==> config.mk <==
export PLATFORM = sky130hd
export DESIGN_NAME = nec_ir_decoder
export DESIGN_NICKNAME = d
export VERILOG_FILES = /design/src/rtl/ir_nec_pkg.sv /design/src/rtl/ir_input_sync.sv /design/src/rtl/nec_ir_decoder.sv
export SDC_FILE = /design/constraint.sdc
export NUM_CORES = 1
export LEC_CHECK = 0
export BUFFER_PORTS_ARGS = -buffer_cell sky130_fd_sc_hd__buf_4
export CAP_MARGIN = 25
export CORE_UTILIZATION = 56
export CTS_CLUSTER_SIZE = 8
export DETAILED_ROUTE_END_ITERATION = 8
export PLACE_DENSITY = 0.75
export SYNTH_ARGS = -nofsm -noshare
export SYNTH_HDL_FRONTEND = slang
export SYNTH_HIERARCHICAL = 1
export SYNTH_SLANG_ARGS = --single-unit
==> constraint.sdc <==
create_clock -name clk -period 3.2 [get_ports clk]
set_input_delay 0.48 -clock clk [delete_from_list [all_inputs] [get_ports clk]]
set_output_delay 0.48 -clock clk [all_outputs]
set_load 0.02 [all_outputs]
==> src/rtl/ir_nec_pkg.sv <==
// NEC IR decoder shared types: FSM state enum, 2-bit state codes for the
// display stage, and default cycle-count thresholds for a 50 MHz clock.
package ir_nec_pkg;

    typedef enum logic [2:0] {
        ST_IDLE,
        ST_LEAD_MARK,
        ST_LEAD_SPACE,
        ST_BIT_MARK,
        ST_BIT_SPACE,
        ST_DONE
    } fsm_t;

    localparam logic [1:0] CODE_IDLE   = 2'd0;
    localparam logic [1:0] CODE_LEADER = 2'd1;
    localparam logic [1:0] CODE_DATA   = 2'd2;
    localparam logic [1:0] CODE_DONE   = 2'd3;

    // Defaults in 50 MHz clock cycles.
    localparam int DEF_LEAD_MARK_MIN  = 400000;
    localparam int DEF_LEAD_SPACE_MIN = 200000;
    localparam int DEF_RPT_SPACE_MIN  = 90000;
    localparam int DEF_BIT_MARK_MIN   = 15000;
    localparam int DEF_BIT_MARK_MAX   = 45000;
    localparam int DEF_BIT_THRESH     = 56250;
    localparam int DEF_TIMEOUT        = 500000;
    localparam int DEF_CNT_W          = 20;

    function automatic logic [1:0] state_code(input fsm_t s);
        logic [1:0] c;
        c = CODE_IDLE;
        unique case (s)
            ST_IDLE:       c = CODE_IDLE;
            ST_LEAD_MARK,
            ST_LEAD_SPACE: c = CODE_LEADER;
            ST_BIT_MARK,
            ST_BIT_SPACE:  c = CODE_DATA;
            ST_DONE:       c = CODE_DONE;
            default:       c = CODE_IDLE;
        endcase
        return c;
    endfunction

endpackage

==> src/rtl/ir_input_sync.sv <==
// 2-FF synchronizer for the IR receiver line plus registered edge strobes.
// Ports: clk, rst (sync, active-high), ir_in (async) -> fall, rise strobes.
module ir_input_sync (
    input  logic clk,
    input  logic rst,
    input  logic ir_in,
    output logic fall,
    output logic rise
);

    logic s1;
    logic s2;
    logic prev;

    // Line idles high, so reset to 1 to avoid a spurious fall strobe.
    always_ff @(posedge clk) begin
        if (rst) begin
            s1   <= 1'b1;
            s2   <= 1'b1;
            prev <= 1'b1;
            fall <= 1'b0;
            rise <= 1'b0;
        end else begin
            s1   <= ir_in;
            s2   <= s1;
            prev <= s2;
            fall <= prev & ~s2;
            rise <= ~prev & s2;
        end
    end

endmodule

==> src/rtl/nec_ir_decoder.sv <==
// NEC IR frame decoder: measures mark/space widths, decodes leader, 32 data
// bits LSB-first and repeat codes, and presents eight nibbles plus a state
// code to the LCD display stage.
// Ports: clk, rst (sync, active-high), ir_in (active-low) in;
//        state[1:0], data7..data0[3:0], frame_valid, repeat_pulse,
//        frame_err out.
// Build option: define NEC_CHECKSUM_EN to reject frames with KI != ~K.
module nec_ir_decoder
    import ir_nec_pkg::*;
#(
    parameter int LEAD_MARK_MIN  = DEF_LEAD_MARK_MIN,
    parameter int LEAD_SPACE_MIN = DEF_LEAD_SPACE_MIN,
    parameter int RPT_SPACE_MIN  = DEF_RPT_SPACE_MIN,
    parameter int BIT_MARK_MIN   = DEF_BIT_MARK_MIN,
    parameter int BIT_MARK_MAX   = DEF_BIT_MARK_MAX,
    parameter int BIT_THRESH     = DEF_BIT_THRESH,
    parameter int TIMEOUT        = DEF_TIMEOUT,
    parameter int CNT_W          = DEF_CNT_W
) (
    input  logic       clk,
    input  logic       rst,
    input  logic       ir_in,
    output logic [1:0] state,
    output logic [3:0] data7,
    output logic [3:0] data6,
    output logic [3:0] data5,
    output logic [3:0] data4,
    output logic [3:0] data3,
    output logic [3:0] data2,
    output logic [3:0] data1,
    output logic [3:0] data0,
    output logic       frame_valid,
    output logic       repeat_pulse,
    output logic       frame_err
);

    localparam logic [CNT_W-1:0] LMM = CNT_W'(LEAD_MARK_MIN);
    localparam logic [CNT_W-1:0] LSM = CNT_W'(LEAD_SPACE_MIN);
    localparam logic [CNT_W-1:0] RSM = CNT_W'(RPT_SPACE_MIN);
    localparam logic [CNT_W-1:0] BMN = CNT_W'(BIT_MARK_MIN);
    localparam logic [CNT_W-1:0] BMX = CNT_W'(BIT_MARK_MAX);
    localparam logic [CNT_W-1:0] THR = CNT_W'(BIT_THRESH);
    localparam logic [CNT_W-1:0] TMO = CNT_W'(TIMEOUT);

    logic             fall;
    logic             rise;
    logic [CNT_W-1:0] cnt;
    fsm_t             st;
    fsm_t             st_nxt;
    logic [4:0]       idx;
    logic [4:0]       idx_nxt;
    logic [31:0]      shf;
    logic [31:0]      shf_nxt;
    logic [31:0]      dat;
    logic [31:0]      dat_nxt;
    logic             have;
    logic             have_nxt;
    logic             fv_nxt;
    logic             rp_nxt;
    logic             err_nxt;
    logic             tmo;
    logic             bitv;
    logic             csum_ok;

    ir_input_sync u_sync (
        .clk   (clk),
        .rst   (rst),
        .ir_in (ir_in),
        .fall  (fall),
        .rise  (rise)
    );

    // Width counter: cycles since the last edge, saturating.
    always_ff @(posedge clk) begin
        if (rst) begin
            cnt <= '0;
        end else if (fall || rise) begin
            cnt <= '0;
        end else if (cnt != '1) begin
            cnt <= cnt + CNT_W'(1);
        end
    end

    // An edge in the same cycle takes priority over the timeout.
    assign tmo  = (cnt == TMO) && !fall && !rise;
    assign bitv = (cnt >= THR);

    always_comb begin
        st_nxt   = st;
        idx_nxt  = idx;
        shf_nxt  = shf;
        dat_nxt  = dat;
        have_nxt = have;
        fv_nxt   = 1'b0;
        rp_nxt   = 1'b0;
        err_nxt  = 1'b0;
        csum_ok  = 1'b1;
        unique case (st)
            ST_IDLE: begin
                if (fall) st_nxt = ST_LEAD_MARK;
            end
            ST_LEAD_MARK: begin
                if (rise) begin
                    if (cnt >= LMM) begin
                        st_nxt = ST_LEAD_SPACE;
                    end else begin
                        st_nxt  = ST_IDLE;
                        err_nxt = 1'b1;
                    end
                end else if (tmo) begin
                    st_nxt  = ST_IDLE;
                    err_nxt = 1'b1;
                end
            end
            ST_LEAD_SPACE: begin
                if (fall) begin
                    if (cnt >= LSM) begin
                        st_nxt  = ST_BIT_MARK;
                        idx_nxt = 5'd0;
                    end else if (cnt >= RSM && have) begin
                        st_nxt = ST_DONE;
                        rp_nxt = 1'b1;
                    end else begin
                        st_nxt  = ST_IDLE;
                        err_nxt = 1'b1;
                    end
                end else if (tmo) begin
                    st_nxt  = ST_IDLE;
                    err_nxt = 1'b1;
                end
            end
            ST_BIT_MARK: begin
                if (rise) begin
                    if (cnt >= BMN && cnt <= BMX) begin
                        st_nxt = ST_BIT_SPACE;
                    end else begin
                        st_nxt  = ST_IDLE;
                        err_nxt = 1'b1;
                    end
                end else if (tmo) begin
                    st_nxt  = ST_IDLE;
                    err_nxt = 1'b1;
                end
            end
            ST_BIT_SPACE: begin
                if (fall) begin
                    shf_nxt[idx] = bitv;
                    if (idx == 5'd31) begin
`ifdef NEC_CHECKSUM_EN
                        csum_ok = (shf_nxt[31:24] == ~shf_nxt[23:16]);
`else
                        csum_ok = 1'b1;
`endif
                        if (csum_ok) begin
                            // Nibble order C0,C1,K,KI from data7 down.
                            dat_nxt  = {shf_nxt[7:0], shf_nxt[15:8],
                                        shf_nxt[23:16], shf_nxt[31:24]};
                            have_nxt = 1'b1;
                            fv_nxt   = 1'b1;
                            st_nxt   = ST_DONE;
                        end else begin
                            err_nxt = 1'b1;
                            st_nxt  = ST_IDLE;
                        end
                    end else begin
                        idx_nxt = idx + 5'd1;
                        st_nxt  = ST_BIT_MARK;
                    end
                end else if (tmo) begin
                    st_nxt  = ST_IDLE;
                    err_nxt = 1'b1;
                end
            end
            ST_DONE: begin
                // Stop-burst rise is ignored; next fall starts a frame.
                if (fall) st_nxt = ST_LEAD_MARK;
            end
            default: begin
                st_nxt = ST_IDLE;
            end
        endcase
    end

    always_ff @(posedge clk) begin
        if (rst) begin
            st           <= ST_IDLE;
            idx          <= 5'd0;
            shf          <= '0;
            dat          <= '0;
            have         <= 1'b0;
            frame_valid  <= 1'b0;
            repeat_pulse <= 1'b0;
            frame_err    <= 1'b0;
        end else begin
            st           <= st_nxt;
            idx          <= idx_nxt;
            shf          <= shf_nxt;
            dat          <= dat_nxt;
            have         <= have_nxt;
            frame_valid  <= fv_nxt;
            repeat_pulse <= rp_nxt;
            frame_err    <= err_nxt;
        end
    end

    assign state = state_code(st);
    assign {data7, data6, data5, data4,
            data3, data2, data1, data0} = dat;

endmodule
==> metrics.yaml <==
worst_tran_pin_value_ns: 0.927
synth_edf_count: 0
area_inside_the_core_boundary_mm2: 0.00885
port_buffers: 39
synth_async_sr_flop_share_pct: 0
cellPowerDensity_mw_per_mm2: 405
syn_to_final_growth_pct: 10.0
crit_path_cell_trace: "and3_1 > ha_1 > inv_1 > or3_1 > buf_16 > o31ai_1"
seqCellArea_mm2: 0.00202
grt_pass1_vias: 4137
path_clk_slew_ns: 0.10
timing.final.crit_period_ns: 2.48
nNetsFinal: 654
p_comb_share_pct: 2.3
grt_overflow: 0
detail-route-antenna-nets: 0
grt_antenna_before_repair: 0
drv.max_cap_violation_count: 0
routedWlPerCell_um: 16.5
finClkSkew_ns: 0.0179
cp-end-kind: "flop"
crit_path_start_kind: "flop"
root_buffer: "sky130_fd_sc_hd__clkbuf_8"
drive_above_1_share_pct: 13.1
antenna_cell_count: 0
drv_slew: 0
cts_repair_resize_count: 0
switching_fraction_pct: 21.6
clock_latency_ns: 0.36
multi_input_gate_area_mm2: 0.00282
max_fclk_mhz: 403
fill_cells: 799
finalHoldViolCount: 0
holdCritPathClass: "primary input to flop"
place_worst_setup_slack_ns: 0.762
rsz0062_at_grt: "no"
critical_path.max_stage_delay_ns: 0.70
detailroute.via_count: 4840
synth_seq_cells: 101
timing.final.setup_violations: 0
power.ir.vdd_worst_mv: 0.245
seq_power_share_pct: 55.3
synth.yosys.warnings: 6
synth_area_per_cell_um2: 8.00
synth_seq_area_share_pct: 39.1
critPathArrivalTime_ns: 2.74
routabilityCongestion: 0.948
floorplan.die_area_mm2: 0.00962
tritoncts_num_sinks: 101
crit_slowest_cell: "sky130_fd_sc_hd__dfxtp_1"
clockBufferDepth: 2
numCtsBuffers: 9
mappedNetlistNets: 657
placement_rows: 34
post-cts-setup-buffers: 0
power.switching_uw: 497
internal_power_mw: 1.80
total_routing_usage_reported_by_global_routing_pct: 26.6
dieHeight_um: 98.1
tritoncts: "built"
die_w_um: 98.1
cts_max_level: 3
drtPass1Iterations: 7
place.detailed.hpwl_mm: 8.28
postCtsHoldBufs: 0
drt-initial-drc-count: 571
syn-cell-area_mm2: 0.00517
outcome: "finished with violations"
start_util_pct: 58.4
boundaryPins: 40
pwr-share-clk_pct: 42.4
p_leak_nw: 1.91
drt-total-wl_mm: 12.5
required_ns: 3.46
avgViaCountPerCell: 6.41
grt_start_max_net_pins: 55
setup-tns-final_ns: 0
tcrit_tclk_final_pct: 77.5
synth_top_flop_cell: "sky130_fd_sc_hd__dfxtp_1"
timing.critical_path.fanout_max: 20
setup.worst_path.class: "flop to flop"
violated_checks: "design-rule violations"
grt_pass1_wl_mm: 20.7
timing.slew.headroom_pct: 37.7
drt_drc_violations_left: 4
yosys.cell_types.count: 59
layout_setup_ws_ns: 0.719
syn_inst: 646
## power groups by stage
stage | Clock, mW | Sequential, mW | Combinational, mW
after detailed placement | 0 | 1.30 | 0.0523
after CTS | 0.987 | 1.27 | 0.0530
after global placement | 0 | 1.30 | 0.0512
after floorplan | 0 | 1.30 | 0.0412
after global routing | 1.03 | 1.27 | 0.0575
final | 0.976 | 1.27 | 0.0532
## placed cells by master, fill, tap and decap left out, types with 4 or more instances in the layout
cell and n:
sky130_fd_sc_hd__a21oi_1 103, sky130_fd_sc_hd__dfxtp_1 101, sky130_fd_sc_hd__nand2_1 84, sky130_fd_sc_hd__buf_4 52, sky130_fd_sc_hd__a311oi_1 36, sky130_fd_sc_hd__o31ai_1 35, sky130_fd_sc_hd__nor2_1 32, sky130_fd_sc_hd__a31oi_1 16
sky130_fd_sc_hd__nor3_1 14, sky130_fd_sc_hd__o21ai_0 14, sky130_fd_sc_hd__inv_1 11, sky130_fd_sc_hd__nand3_1 11, sky130_fd_sc_hd__xnor2_1 10, sky130_fd_sc_hd__clkbuf_8 9, sky130_fd_sc_hd__nor2b_1 8, sky130_fd_sc_hd__ha_1 8
sky130_fd_sc_hd__or3_1 6, sky130_fd_sc_hd__nor4_1 6, sky130_fd_sc_hd__nand2b_1 5, sky130_fd_sc_hd__nand4_1 5, sky130_fd_sc_hd__and2_1 5, sky130_fd_sc_hd__a211oi_1 4, sky130_fd_sc_hd__or4_1 4
## synthesized netlist by cell type (3+ instances only)
library cell,number,share of area (%)
sky130_fd_sc_hd__a21oi_1,103,10
sky130_fd_sc_hd__dfxtp_1,101,39
sky130_fd_sc_hd__nand2_1,84,6.1
sky130_fd_sc_hd__a311oi_1,36,6.1
sky130_fd_sc_hd__clkbuf_1,35,2.5
sky130_fd_sc_hd__o31ai_1,35,5.1
sky130_fd_sc_hd__nor2_1,33,2.4
sky130_fd_sc_hd__buf_2,23,2.2
sky130_fd_sc_hd__a31oi_1,16,1.9
sky130_fd_sc_hd__nor3_1,14,1.4
sky130_fd_sc_hd__o21ai_0,14,1.4
sky130_fd_sc_hd__inv_1,11,0.80
sky130_fd_sc_hd__nand3_1,11,1.1
sky130_fd_sc_hd__xnor2_1,10,1.7
sky130_fd_sc_hd__ha_1,8,1.9
sky130_fd_sc_hd__nor2b_1,8,0.97
sky130_fd_sc_hd__nor4_1,6,0.73
sky130_fd_sc_hd__or3_1,6,0.73
sky130_fd_sc_hd__and2_1,5,0.61
sky130_fd_sc_hd__buf_1,5,0.36
sky130_fd_sc_hd__nand2b_1,5,0.61
sky130_fd_sc_hd__nand4_1,5,0.61
sky130_fd_sc_hd__o21ai_1,5,0.48
sky130_fd_sc_hd__a211oi_1,4,0.58
sky130_fd_sc_hd__or4_1,4,0.58
sky130_fd_sc_hd__a22o_1,3,0.51
sky130_fd_sc_hd__and3_1,3,0.36
sky130_fd_sc_hd__buf_4,3,0.44
sky130_fd_sc_hd__mux2i_1,3,0.58
sky130_fd_sc_hd__nand4bb_1,3,0.65
sky130_fd_sc_hd__nor3_2,3,0.58
sky130_fd_sc_hd__nor3b_1,3,0.44
sky130_fd_sc_hd__o211ai_1,3,0.44
sky130_fd_sc_hd__or2_1,3,0.36
sky130_fd_sc_hd__or2_2,3,0.36
## area by class of cell
type / instances / area share, %
flip-flops and latches: 101 / 35.6
well taps: 108 / 2.38
multi-input cells: 467 / 49.6
clock inverters: 6 / 2.18
clock buffers: 9 / 2.18
inverters: 11 / 0.726
repair buffers: 53 / 7.35
## per-stage QoR
stage	instances	hold WS, ns	utilization, %	power, mW	cell area [um^2]
6_report	755	0.289	64.3	2.30	5690
5_1_grt	755	0.292	64.3	2.36	5690
4_1_cts	755	0.278	64.3	2.31	5690
3_5_place_dp	740	0.396	61.5	1.35	5440
3_3_place_gp	739	0.396	61.1	1.35	5410
2_1_floorplan	646	0.383	-	1.34	5170
## path summary, 6_finish.rpt
path / start / endpoint / slack, ns / cells after the start
max reg2reg: idx[3]$_SDFFE_PP0P_ / dat[4]$_SDFFE_PP0P_ / 0.72 / 6
min: ir_in / u_sync/s1$_SDFF_PP1_ / 0.29 / 2
max: idx[3]$_SDFFE_PP0P_ / dat[4]$_SDFFE_PP0P_ / 0.72 / 6
min reg2reg: u_sync/s1$_SDFF_PP1_ / u_sync/s2$_SDFF_PP1_ / 0.42 / 1
## metal layers
layer | wire, um | global-route usage (%)
met5 | 0 | 0
met4 | 76 | 5.59
met3 | 1010 | 3.87
met2 | 5440 | 39.5
met1 | 5950 | 40.7
## critical path: cells and delay by family, from the launching register on
kind | cells | cell delay (ns)
and+or+nand+nor | 2 | 0.89
DFF | 1 | 0.70
buffers and inverters | 2 | 0.34
AOI/OAI and AO/OA | 1 | 0.25
adders and majority gates | 1 | 0.18
## flip-flops by register name (all words and copies together) (netlist names), 3 cells and up
| register | flops |
|---|---|
| shf | 32 |
| cnt | 20 |
| st | 3 |
| idx | 5 |
| dat | 32 |
## kinds of logic after synthesis
group	Yosys count	synth area share, %
compound gates	232	28.6
simple gates	212	21.2
flops	101	39.1
buf+inv	78	6.46
xor+xnor	12	2.03
fa+ha+maj	8	1.94
mux	3	0.581
Note: power is estimated with default switching activity, not from simulation.
